$ cat src/rtl/uart_rx_framer.sv
// uart_rx_framer: oversampled UART receiver with ready/valid output and error pulses.
// Optional parity bit enabled by defining UART_RX_PARITY_EN.
module uart_rx_framer #(
  parameter int DATA_BITS  = 8,
  parameter int OVERSAMPLE = 16,
  parameter int PARITY_ODD = 0
) (
  input  logic                 i_clk,
  input  logic                 i_rst_n,
  input  logic                 i_tick,
  input  logic                 i_rx,
  input  logic                 i_ready,
  output logic [DATA_BITS-1:0] o_data,
  output logic                 o_valid,
  output logic                 o_frame_err,
  output logic                 o_parity_err,
  output logic                 o_overrun,
  output logic                 o_busy
);
  localparam int CW = $clog2(OVERSAMPLE);
  localparam logic [CW-1:0] HALF = CW'(OVERSAMPLE / 2 - 1);
  localparam logic [CW-1:0] LAST = CW'(OVERSAMPLE - 1);
  localparam logic [3:0] LAST_BIT = 4'(DATA_BITS - 1);
`ifdef UART_RX_PARITY_EN
  typedef enum logic [2:0] {IDLE, START, DATA, PARITY, STOP, WAIT_HIGH} state_t;
`else
  typedef enum logic [2:0] {IDLE, START, DATA, STOP, WAIT_HIGH} state_t;
`endif
  state_t state_q, state_d;
  logic                 meta_q, rxs_q;
  logic [1:0]           settle_q;
  logic                 armed_q, armed_d;
  logic [CW-1:0]        cnt_q, cnt_d;
  logic [3:0]           bit_q, bit_d;
  logic [DATA_BITS-1:0] shift_q, shift_d, data_q, data_d;
  logic                 valid_q, valid_d, ferr_q, ferr_d, ovr_q, ovr_d;
  logic                 mid;
`ifdef UART_RX_PARITY_EN
  logic                 pend_q, pend_d, perr_q, perr_d;
`endif
  assign mid = i_tick && cnt_q == LAST;
  always_comb begin
    state_d = state_q;
    cnt_d   = cnt_q;
    bit_d   = bit_q;
    shift_d = shift_q;
    data_d  = data_q;
    valid_d = valid_q & ~i_ready;
    ferr_d  = 1'b0;
    ovr_d   = 1'b0;
    // the synchronizer's reset value is not a real observation of the line
    armed_d = armed_q | (settle_q[1] & rxs_q);
`ifdef UART_RX_PARITY_EN
    pend_d  = pend_q;
    perr_d  = 1'b0;
`endif
    if (state_q != IDLE && state_q != START && state_q != WAIT_HIGH && i_tick)
      cnt_d = mid ? '0 : cnt_q + 1'b1;
    case (state_q)
      IDLE: if (armed_q && !rxs_q) begin
        state_d = START;
        cnt_d   = '0;
`ifdef UART_RX_PARITY_EN
        pend_d  = 1'b0;
`endif
      end
      START: if (i_tick) begin
        cnt_d = cnt_q + 1'b1;
        if (cnt_q == HALF) begin
          cnt_d   = '0;
          bit_d   = '0;
          state_d = rxs_q ? IDLE : DATA;
        end
      end
      DATA: if (mid) begin
        shift_d = {rxs_q, shift_q[DATA_BITS-1:1]};
        bit_d   = bit_q + 1'b1;
`ifdef UART_RX_PARITY_EN
        if (bit_q == LAST_BIT) state_d = PARITY;
`else
        if (bit_q == LAST_BIT) state_d = STOP;
`endif
      end
`ifdef UART_RX_PARITY_EN
      PARITY: if (mid) begin
        pend_d  = (^{shift_q, rxs_q}) != PARITY_ODD[0];
        state_d = STOP;
      end
`endif
      STOP: if (mid) begin
        state_d = IDLE;
        if (!rxs_q) begin
          ferr_d  = 1'b1;
          state_d = WAIT_HIGH;
        end
`ifdef UART_RX_PARITY_EN
        else if (pend_q) perr_d = 1'b1;
`endif
        else if (!valid_q || i_ready) begin
          valid_d = 1'b1;
          data_d  = shift_q;
        end else ovr_d = 1'b1;
      end
      WAIT_HIGH: if (rxs_q) state_d = IDLE;
      default: state_d = IDLE;
    endcase
  end
  always_ff @(posedge i_clk or negedge i_rst_n) begin
    if (!i_rst_n) begin
      meta_q   <= 1'b1;
      rxs_q    <= 1'b1;
      settle_q <= '0;
      armed_q  <= 1'b0;
      state_q  <= IDLE;
      cnt_q    <= '0;
      bit_q    <= '0;
      shift_q  <= '0;
      data_q   <= '0;
      valid_q  <= 1'b0;
      ferr_q   <= 1'b0;
      ovr_q    <= 1'b0;
`ifdef UART_RX_PARITY_EN
      pend_q   <= 1'b0;
      perr_q   <= 1'b0;
`endif
    end else begin
      meta_q   <= i_rx;
      rxs_q    <= meta_q;
      settle_q <= {settle_q[0], 1'b1};
      armed_q  <= armed_d;
      state_q  <= state_d;
      cnt_q    <= cnt_d;
      bit_q    <= bit_d;
      shift_q  <= shift_d;
      data_q   <= data_d;
      valid_q  <= valid_d;
      ferr_q   <= ferr_d;
      ovr_q    <= ovr_d;
`ifdef UART_RX_PARITY_EN
      pend_q   <= pend_d;
      perr_q   <= perr_d;
`endif
    end
  end
  assign o_data      = data_q;
  assign o_valid     = valid_q;
  assign o_frame_err = ferr_q;
  assign o_overrun   = ovr_q;
  assign o_busy      = state_q != IDLE;
`ifdef UART_RX_PARITY_EN
  assign o_parity_err = perr_q;
`else
  assign o_parity_err = 1'b0;
`endif
endmodule

$ cat config.mk
export PLATFORM = sky130hd
export DESIGN_NAME = uart_rx_framer
export DESIGN_NICKNAME = d
export VERILOG_FILES = /design/src/rtl/uart_rx_framer.sv
export SDC_FILE = /design/constraint.sdc
export NUM_CORES = 1
export LEC_CHECK = 0
export BUFFER_PORTS_ARGS = -buffer_cell sky130_fd_sc_hd__buf_2
export CAP_MARGIN = 20
export CORE_MARGIN = 2
export CORE_UTILIZATION = 55
export CTS_CLUSTER_DIAMETER = 60
export DETAILED_ROUTE_END_ITERATION = 7
export PLACE_DENSITY = 0.78
export SYNTH_ARGS = -nofsm -noshare
export SYNTH_HDL_FRONTEND = slang
export SYNTH_SLANG_ARGS = --single-unit
$ cat constraint.sdc
create_clock -name i_clk -period 2.97 [get_ports i_clk]
set_input_delay 0.4455 -clock i_clk [delete_from_list [all_inputs] [get_ports i_clk]]
set_output_delay 0.4455 -clock i_clk [all_outputs]
set_load 0.03 [all_outputs]
==> flow_metrics.env <==
export IMPL_outcome="completed"
export IMPL_end_kind="flop"
export IMPL_dpl_cell_area_mm2=0.00167
export IMPL_setup_tns_final_ps=0
export IMPL_via_count=1107
export IMPL_rows=19
export IMPL_mostFrequentLayoutCell="dfrtp_1"
export IMPL_numCtsBuffers=5
export IMPL_core_area_mm2=0.00276
export IMPL_route_detailed_drc=0
export IMPL_post_place_ws_ps=958
export IMPL_final_antenna_net_count=0
export IMPL_max_freq_ghz=0.498
export IMPL_rr_worst_depth=5
export IMPL_cts_tree="done"
export IMPL_grt_max_degree=36
export IMPL_cts_resized=0
export IMPL_io_pins=18
export IMPL_fin_crit_ps=2010
export IMPL_cts_max_level=2
export IMPL_clockBufferDepth=2
export IMPL_clkSinkCount=35
export IMPL_rsz0062_at_grt="false"
export IMPL_synth_xor_area_share_pct=1.65
export IMPL_r2r_start="cnt_q[0]$_DFF_PN0_"
export IMPL_cts_setup_buffers=0
export IMPL_synthMuxAreaShare_pct=8.94
export IMPL_power_density_mw_per_mm2=661
export IMPL_clock_skew_ps=8.99
export IMPL_path_class="reg -> reg"
export IMPL_start_util_pct=57.8
export IMPL_cts_hold_buf=0
export IMPL_irDropWorstVdd_uv=462
export IMPL_wl_per_cell_um=14.8
export IMPL_nets=166
export IMPL_max_cap_violations=0
export IMPL_insertedDiodeCount=0
export IMPL_hold_class="in -> async"
export IMPL_yosysUniqueCellTypes=39
export IMPL_synthTopCellsByArea="dfrtp_1, mux2_4, nand2_1, dfstp_2, nor3_2"
export IMPL_firstDrtPassIters=4
export IMPL_syn_nets=149
export IMPL_clk_latency_ps=320
export IMPL_finalSetupViolCount=0
export IMPL_syn_inst=142
export IMPL_report_final_slew_viol_count=0
export IMPL_setup_slack_ps=961
export IMPL_synth_area_per_cell_um2=11.2
export IMPL_grt_pass1_vias=1097
export IMPL_start_kind="flop"
export IMPL_hpwl_um=2110
export IMPL_root_buffer="clkbuf_4"
export IMPL_relSlewSlack_pct=52.1
export IMPL_track_usage_pct=19.5
export IMPL_clkTransAtPathRegs_ps=100
export IMPL_tightest_slew_ps=719
export IMPL_grt_ovfl_total=0
export IMPL_gp_congestion=0.814
export IMPL_hold_violations=0
export IMPL_cp_required_ps=3190
export IMPL_drive_above_1_share_pct=26.9
export IMPL_yosysWarnings=0
export IMPL_path_max_fanout=8
export IMPL_fp_dieW_um=57.9
export IMPL_syn2layout_area_growth_pct=9.57
export IMPL_portBuffers=16
export IMPL_yosys_area_top_type="dfrtp_1"
export IMPL_dieArea_mm2=0.00335
export IMPL_arrival_ps=2230
export IMPL_die_y_um=57.9
export IMPL_period_share_pct=67.7
export IMPL_netlist_area_mm2=0.00160
export IMPL_wl_um=2820
export IMPL_synth_top_family_by_area="simple AND/OR/NAND/NOR gates"
export IMPL_antenna_found_initial=0
export IMPL_ys_ff_latch=35
export IMPL_grt_pass1_wl_um=4890
export IMPL_final_area_mm2=0.00175
export IMPL_via_per_inst=5.80
export IMPL_hold_ws_ps=160
export IMPL_dr_first_iter_drc_count=38
export IMPL_synthSimpleGateAreaFrac_pct=20.2
export IMPL_leakage_uw=0.000877
export IMPL_ys_seq_area_share_pct=55.1
export IMPL_synth_top_cell_area_share_pct=51.8
export IMPL_final_cell_mix="dfrtp_1, nand2_1, buf_2"
export IMPL_synth_compound_area_share_pct=8.31
export IMPL_r2r_end="o_data[7]$_DFFE_PN0P_"
export IMPL_synthAdderAreaFrac_pct=1.57
export IMPL_ff2ff_setup_slack_ps=960
## sequential cells by signal, indices dropped and copies added, names as in the netlist, 2 cells and up
name / flops
state_q: 3
bit_q: 4
o_data: 8
cnt_q: 4
shift_q: 8
settle_q: 2
## how the worst max path moves through the flow
stage | cells after the start | slack, ps | end | start
floorplan | 6 | 1330 | o_data[0]$_DFFE_PN0P_ | cnt_q[0]$_DFF_PN0_
global placement | 5 | 1060 | o_data[4]$_DFFE_PN0P_ | cnt_q[0]$_DFF_PN0_
detailed placement | 5 | 960 | o_data[1]$_DFFE_PN0P_ | cnt_q[0]$_DFF_PN0_
CTS | 5 | 940 | o_data[0]$_DFFE_PN0P_ | cnt_q[0]$_DFF_PN0_
global route | 5 | 860 | o_data[2]$_DFFE_PN0P_ | cnt_q[0]$_DFF_PN0_
finish | 5 | 960 | o_data[7]$_DFFE_PN0P_ | cnt_q[0]$_DFF_PN0_
## per-stage QoR
step	util [%]	cells	power, µW
after global routing	63.4	191	1230
final	63.4	191	1160
after global placement	60.7	183	822
after CTS	63.4	191	1170
after detailed placement	60.7	183	841
after floorplan	-	142	787
## routing by layer
layer,wire [µm],global-route usage [%],vias up,share of wire (%)
met5,0,0,-,0
met4,55,8.31,0,1.9
met3,163,4.69,9,5.8
met2,1500,33.1,43,53
met1,1100,23.7,542,39
li1,-,-,513,-
## synth_stat cells (all sizes together)
master   instances
nand3            5
buf              7
a21o             2
nand3b           1
nor4b            1
nand2b           1
xnor2            3
and2             1
a211oi           2
nor3             3
dfrtp           33
nor4             1
nor2b            3
a41o             1
nand4            2
mux2            10
or3b             1
a2bb2oi          1
ha               2
inv              3
nor4bb           1
o21ai            4
a22o             3
nor2             8
o21a             1
or2              1
and4             2
o211a            1
conb             2
a21oi            4
dfstp            2
nand2           30
## kinds of logic after synthesis
| family | Yosys count |
|---|---|
| AO/OA/AOI/OAI | 19 |
| XOR/XNOR | 3 |
| adder cells (fa/ha/maj) | 2 |
| buffers and inverters | 10 |
| flip-flops | 35 |
| multiplexers | 10 |
| other | 2 |
| AND/OR/NAND/NOR | 61 |
## final cells by class
type	instances	area, µm²
repair buffers	17	87.6
multi-input cells	97	657
fillers	228	1010
well taps	31	38.8
clock buffers	7	45.0
clock inverters	1	30.0
flip-flops and latches	35	878
inverters	3	11.3
## power breakdown
group	internal [µW]	leakage [µW]	switching, µW	total [µW]
clock	179	0.0000395	144	322
sequential	520	0.000459	80.0	600
combinational	114	0.000379	121	234
## critical path, stage by stage, from the launching register on
cell	delay, ps
dfrtp_1	390
ha_1	270
and4_4	270
nand4_2	140
nor2b_2	500
mux2_4	340
(Power assumes the default switching activity.)
